===== config.mk =====
export PLATFORM = sky130hd
export DESIGN_NAME = lfsr_gf_counter
export DESIGN_NICKNAME = d
export VERILOG_FILES = /design/src/rtl/lfsr_gf_pkg.sv /design/src/rtl/lfsr_gf_step.sv /design/src/rtl/lfsr_gf_counter.sv
export SDC_FILE = /design/constraint.sdc
export NUM_CORES = 1
export LEC_CHECK = 0
export BUFFER_PORTS_ARGS = -buffer_cell sky130_fd_sc_hd__buf_4
export CAP_MARGIN = 20
export CORE_MARGIN = 2
export CORE_UTILIZATION = 44
export CTS_CLUSTER_DIAMETER = 30
export DETAILED_ROUTE_END_ITERATION = 7
export PLACE_DENSITY = 0.71
export SYNTH_ARGS = -nofsm -noshare
export SYNTH_HDL_FRONTEND = slang
export SYNTH_HIERARCHICAL = 1
export SYNTH_SLANG_ARGS = --single-unit
export TNS_END_PERCENT = 20

===== constraint.sdc =====
create_clock -name clk -period 2.8 [get_ports clk]
set_clock_uncertainty 0.05 [all_clocks]
set_input_delay 0.28 -clock clk [delete_from_list [all_inputs] [get_ports clk]]
set_output_delay 0.28 -clock clk [all_outputs]
set_load 0.05 [all_outputs]

===== src/rtl/lfsr_gf_pkg.sv =====
// Shared constants, FSM state type and byte-reverse helper for the GF(2^W) block counter.
package lfsr_gf_pkg;

  localparam logic [55:0] POLY56 = 56'h95;
  localparam logic [23:0] POLY24 = 24'h1B;

  // Widest LFSR the byte-reverse helper supports (W must stay below this).
  localparam int unsigned MAXW = 256;

  typedef enum logic {
    IDLE = 1'b0,
    RUN  = 1'b1
  } state_t;

  // Reverse the byte order of the low w bits of x; the result sits in the low w bits.
  function automatic logic [MAXW-1:0] byte_rev(input logic [MAXW-1:0] x, input int unsigned w);
    logic [MAXW-1:0] full;
    full = '0;
    for (int k = 0; k < int'(MAXW / 8); k++) begin
      full[8*k +: 8] = x[MAXW - 8 - 8*k +: 8];
    end
    return full >> (MAXW - w);
  endfunction

endpackage


===== src/rtl/lfsr_gf_step.sv =====
// Single-step Galois LFSR next-state: shift left, fold the MSB back into the tap mask.
module lfsr_gf_step #(
  parameter int unsigned W    = 56,
  parameter logic [W-1:0] POLY = W'(56'h95)
) (
  input  logic [W-1:0] s,
  output logic [W-1:0] nxt
);

  // Combinational feedback
  assign nxt = {s[W-2:0], 1'b0} ^ (s[W-1] ? POLY : '0);

endmodule


===== src/rtl/lfsr_gf_counter.sv =====
// Registered multi-step LFSR block counter with ready/done handshake and sticky wrap flag.
module lfsr_gf_counter
  import lfsr_gf_pkg::*;
#(
  parameter int unsigned W    = 56,
  parameter logic [W-1:0] POLY = W'(POLY56),
  parameter int unsigned CW   = 8
) (
  input  logic          clk,
  input  logic          rst,
  input  logic          init,
  input  logic          load,
  input  logic [W-1:0]  si,
  input  logic [7:0]    domain,
  input  logic          step,
  input  logic [CW-1:0] nsteps,
  output logic [W+7:0]  so,
  output logic          ready,
  output logic          done,
  output logic          wrap
);

  logic [W-1:0]    st;
  logic [W-1:0]    nxt;
  logic [7:0]      dom;
  logic [CW-1:0]   rem;
  state_t          fsm;
  logic [MAXW-1:0] si_rev_full;
  logic [MAXW-1:0] so_rev_full;
  logic [W-1:0]    si_rev;
  logic            unused_rev;

  lfsr_gf_step #(
    .W    (W),
    .POLY (POLY)
  ) u_step (
    .s   (st),
    .nxt (nxt)
  );

  // Byte-order conversion between the external counter field and internal state
  assign si_rev_full = byte_rev(MAXW'(si), W);
  assign so_rev_full = byte_rev(MAXW'(st), W);
  assign si_rev      = si_rev_full[W-1:0];
  assign unused_rev  = ^{si_rev_full[MAXW-1:W], so_rev_full[MAXW-1:W]};

  // Output is wiring of registers only
  assign so = {so_rev_full[W-1:0], dom};

  // Control FSM, state, remaining-step counter and flags
  always_ff @(posedge clk or posedge rst) begin
    if (rst) begin
      st    <= W'(1);
      dom   <= '0;
      fsm   <= IDLE;
      rem   <= '0;
      done  <= 1'b0;
      wrap  <= 1'b0;
      ready <= 1'b1;
    end else begin
      done <= 1'b0;
      case (fsm)
        IDLE: begin
          if (init) begin
            st   <= W'(1);
            dom  <= domain;
            wrap <= 1'b0;
          end else if (load) begin
            st   <= si_rev;
            dom  <= domain;
            wrap <= (si == '0);
          end else if (step) begin
            dom <= domain;
            if (nsteps == '0) begin
              done <= 1'b1;
            end else begin
              rem   <= nsteps;
              fsm   <= RUN;
              ready <= 1'b0;
            end
          end
        end
        RUN: begin
          if (init) begin
            st    <= W'(1);
            wrap  <= 1'b0;
            rem   <= '0;
            fsm   <= IDLE;
            ready <= 1'b1;
          end else begin
            st  <= nxt;
            rem <= rem - CW'(1);
            if (nxt == W'(1)) wrap <= 1'b1;
            if (rem == CW'(1)) begin
              fsm   <= IDLE;
              ready <= 1'b1;
              done  <= 1'b1;
            end
          end
        end
        default: fsm <= IDLE;
      endcase
    end
  end

endmodule


==> results.md <==
* Synth Area in Compound Gates at 9.64%
* Most frequent standard cell in the layout excluding fill and tap cells: sky130_fd_sc_hd__buf_4
* Combined area of all synthesized cells at 4480 µm²
* Largest family of logic cells by synthesized area: simple AND/OR/NAND/NOR gates
* Transition time at the pin with the least slew margin at 824 ps
* Critical Path Stages at 4
* Max-Slew Margin vs Limit at 44.9%
* Worst voltage drop across the vdd grid at 0.306 mV
* DR iter-0 viols at 158
* Final count of hold timing violations at 0
* Register area share after synthesis at 42.5%
* Data arrival time of the critical path at 2100 ps
* Total Nets Final at 652
* TritonCTS clock tree: built
* Crit path largest cell delay at 790 ps
* Most used cells in the layout excluding fill and tap cells: sky130_fd_sc_hd__buf_4 (148), sky130_fd_sc_hd__nor2_1 (118), sky130_fd_sc_hd__dfrtp_1 (73)
* FF+latch count, synth at 76
* Seq. cell area at 1910 µm²
* Source-to-sink clock delay at the later pin of the worst-skew pair at 350 ps
* Synthesis Warnings at 6
* IO buf count at 143
* Clock-pin slew on the worst setup and hold paths at 80 ps
* Diode count at 0
* Post-route DRC violation count at 0
* Length in cells of the worst reg-to-reg path at 4
* Layout cell share with drive strength beyond 1 at 29.8%
* Post-detail-place hpwl at 8380 µm
* Number of flops mapped to enable cells by yosys at 0
* Row cnt at 36
* Hold-critical path depth at 2
* Total number of H-tree levels at 3
* Count of clock tree sinks at 76
* Number of violations of the max-capacitance limit at 0
* Area enclosed by the die boundary at 11000 µm²
* Worst Path Buf+Inv at 1
* Wire length of the first global-routing pass at 18800 µm
* Residual overflow from global routing at 0
* Xor/xnor share of the synthesized area at 1.17%
* Clock tree buffer depth at 2
* Final count of negative-setup-slack endpoints at 0
* Crit path max fanout at 68
* Antenna violation net count after detailed routing at 0
* Number of antenna violations at the first check in global routing at 0
* Cts bufs inserted at 9
* Synth Area in Adders at 0.559%
* Clock tree root buffer cell: sky130_fd_sc_hd__clkbuf_8
* GRT Util Overall at 21.2%
* Endpoint kind of the worst setup timing path: flip-flop
* Worst setup path class: flip-flop to flip-flop
* Worst Hold Class: input pin to flip-flop
* CP most frequent cell: sky130_fd_sc_hd__nor2_1
* Worst path cell trace: buf_4 > nor2_1 > a21oi_1 > nor2_1
* Setup total negative slack at 0 ps
* Final period util at 69.5%
* Weighted congestion reported at the end of routability-driven placement at 0.887
* Shortest clock period the worst path allows after layout at 1950 ps
* Via count of the first global-routing pass at 3632
* Placed Cells incl. Taps at 694
* Highest attainable clock frequency at 514 MHz
* Routed via count divided by cell count at 5.32
* Delay-heaviest family, CP: flip-flops
* Post-Syn Instances at 496
* Synthesized netlist net count at 575
* Worst hold margin at 103 ps
* Hold-fix buffers, CTS at 1
* Number of ports placed on the die boundary at 144
* Count of non-filler cells in the finished layout at 711
* Crit path launch type: flip-flop
* Prevailing post-synth register cell: sky130_fd_sc_hd__dfrtp_1
* Number of search-and-repair iterations in the first detailed-routing pass at 5
* Critical path data required time at 2960 ps
* P&R area growth vs syn at 21.4%
* Total Routed Length at 11300 µm
* Mean Syn Cell Area at 9.02 µm²
* Initial core utilization at 45.6%
* Post-CTS Resized at 0
* Post-Synth Simple-Gate Area at 18.8%
* RSZ-0062 raised after global routing: false
* Footprint of the multi-input gates at 2030 µm²
* Number of setup buffers added after CTS at 0
* Leakage at 2.70 nW
* Number of distinct standard cells referenced by the synthesized netlist at 41
* Run status: completed
* Die W at 105 µm
* Fin. max-slew vios at 0
* Async S/R FF share, synth at 100%
* Core Box Area at 9820 µm²
* Slowest stage cell, crit path: sky130_fd_sc_hd__dfrtp_4
* Maximum number of pins on one net before global-route repair at 69
* Final-layout fill cell count at 910
* Total via count in the routed design at 3786
* Routed wirelength normalized by instance count at 15.9 µm
* Height of the chip at 105 µm
* Final Power at 3.05 mW
* Mux share of post-synthesis cell area at 15.2%
* P per Cell Area at 561 nW/µm²
routing by layer:
layer  GRT usage, %  wire length (µm)  part of all wire, %  vias up
met3           4.24               776                  6.8       17
met5              0                 0                    0        -
li1               -                 -                    -     1839
met2           31.3              5160                   46      159
met4           8.29               225                  2.0        0
met1           30.5              5170                   46     1771
final timing paths:
| check | startpoint | end | slack [ps] |
|---|---|---|---|
| worst min register to register | dom[2] | dom[2] | 450 |
| worst min-delay path | domain[5] | dom[5] | 100 |
| worst max-delay path | fsm | st[8] | 850 |
| max in group asynchronous | rst | ready | 1450 |
| min in group asynchronous | rst | rem[4] | 460 |
| worst max register to register | fsm | st[8] | 850 |
worst reg2reg max path, cell delays in order (launching register included):
cell and delay, ps:
sky130_fd_sc_hd__dfrtp_4 790, sky130_fd_sc_hd__buf_4 640, sky130_fd_sc_hd__nor2_1 120, sky130_fd_sc_hd__a21oi_1 160, sky130_fd_sc_hd__nor2_1 50
flip-flops by register name, indices dropped and copies added, names as in the netlist:
name   count
st        56
ready      1
done       1
fsm        1
wrap       1
dom        8
rem        8
final cells by class:
type / instances / area share (%)
well taps: 133 / 3.06
clock inverters: 5 / 1.13
inverters: 4 / 0.299
repair buffers: 149 / 20.6
clock buffers: 11 / 2.42
multi-input cells: 333 / 37.3
flip-flops and latches: 76 / 35.1
through the flow:
step           util (%)  area (µm²)  setup WS, ps
4_1_cts            55.3        5430           848
2_1_floorplan         -        4480           535
5_1_grt            55.3        5430           643
3_3_place_gp       53.3        5230           883
3_5_place_dp       53.3        5230           807
6_report           55.3        5430           854
kinds of logic (layout without fill, tap and decap cells):
group | count (synthesis) | in the layout
flip-flops | 76 | 76
multiplexers | 67 | 67
buffers and inverters | 87 | 169
AO/OA/AOI/OAI | 77 | 77
AND/OR/NAND/NOR | 181 | 181
XOR/XNOR | 6 | 6
adder cells (fa/ha/maj) | 2 | 2
synth_stat cells (2+ instances only):
cell | instances | share of area (%)
sky130_fd_sc_hd__nor3_1 | 5 | 0.56
sky130_fd_sc_hd__mux2i_1 | 59 | 13
sky130_fd_sc_hd__a21oi_1 | 60 | 6.7
sky130_fd_sc_hd__buf_4 | 54 | 9.1
sky130_fd_sc_hd__dfrtp_1 | 74 | 41
sky130_fd_sc_hd__nor4b_1 | 2 | 0.39
sky130_fd_sc_hd__buf_2 | 10 | 1.1
sky130_fd_sc_hd__xor2_1 | 3 | 0.59
sky130_fd_sc_hd__a221o_1 | 2 | 0.45
sky130_fd_sc_hd__nand2b_1 | 4 | 0.56
sky130_fd_sc_hd__dfstp_2 | 2 | 1.2
sky130_fd_sc_hd__nand4_1 | 6 | 0.84
sky130_fd_sc_hd__o21ai_1 | 2 | 0.22
sky130_fd_sc_hd__xnor2_1 | 3 | 0.59
sky130_fd_sc_hd__inv_1 | 3 | 0.25
sky130_fd_sc_hd__nand3_1 | 4 | 0.45
sky130_fd_sc_hd__nor2_2 | 2 | 0.28
sky130_fd_sc_hd__nor4_1 | 32 | 4.5
sky130_fd_sc_hd__mux2_1 | 8 | 2.0
sky130_fd_sc_hd__nor2_1 | 118 | 9.9
sky130_fd_sc_hd__nand2_1 | 2 | 0.17
sky130_fd_sc_hd__o22ai_1 | 4 | 0.56
sky130_fd_sc_hd__ha_1 | 2 | 0.56
sky130_fd_sc_hd__clkbuf_1 | 16 | 1.3
sky130_fd_sc_hd__buf_1 | 3 | 0.25
power breakdown:
group	total [mW]	internal, mW	switching (mW)	leakage (nW)
Clock	0.829	0.416	0.413	0.0862
Sequential	1.33	1.20	0.130	0.991
Combinational	0.894	0.341	0.553	1.62
Total	3.05	1.95	1.10	2.70
Note: power is estimated with default switching activity, not from simulation.
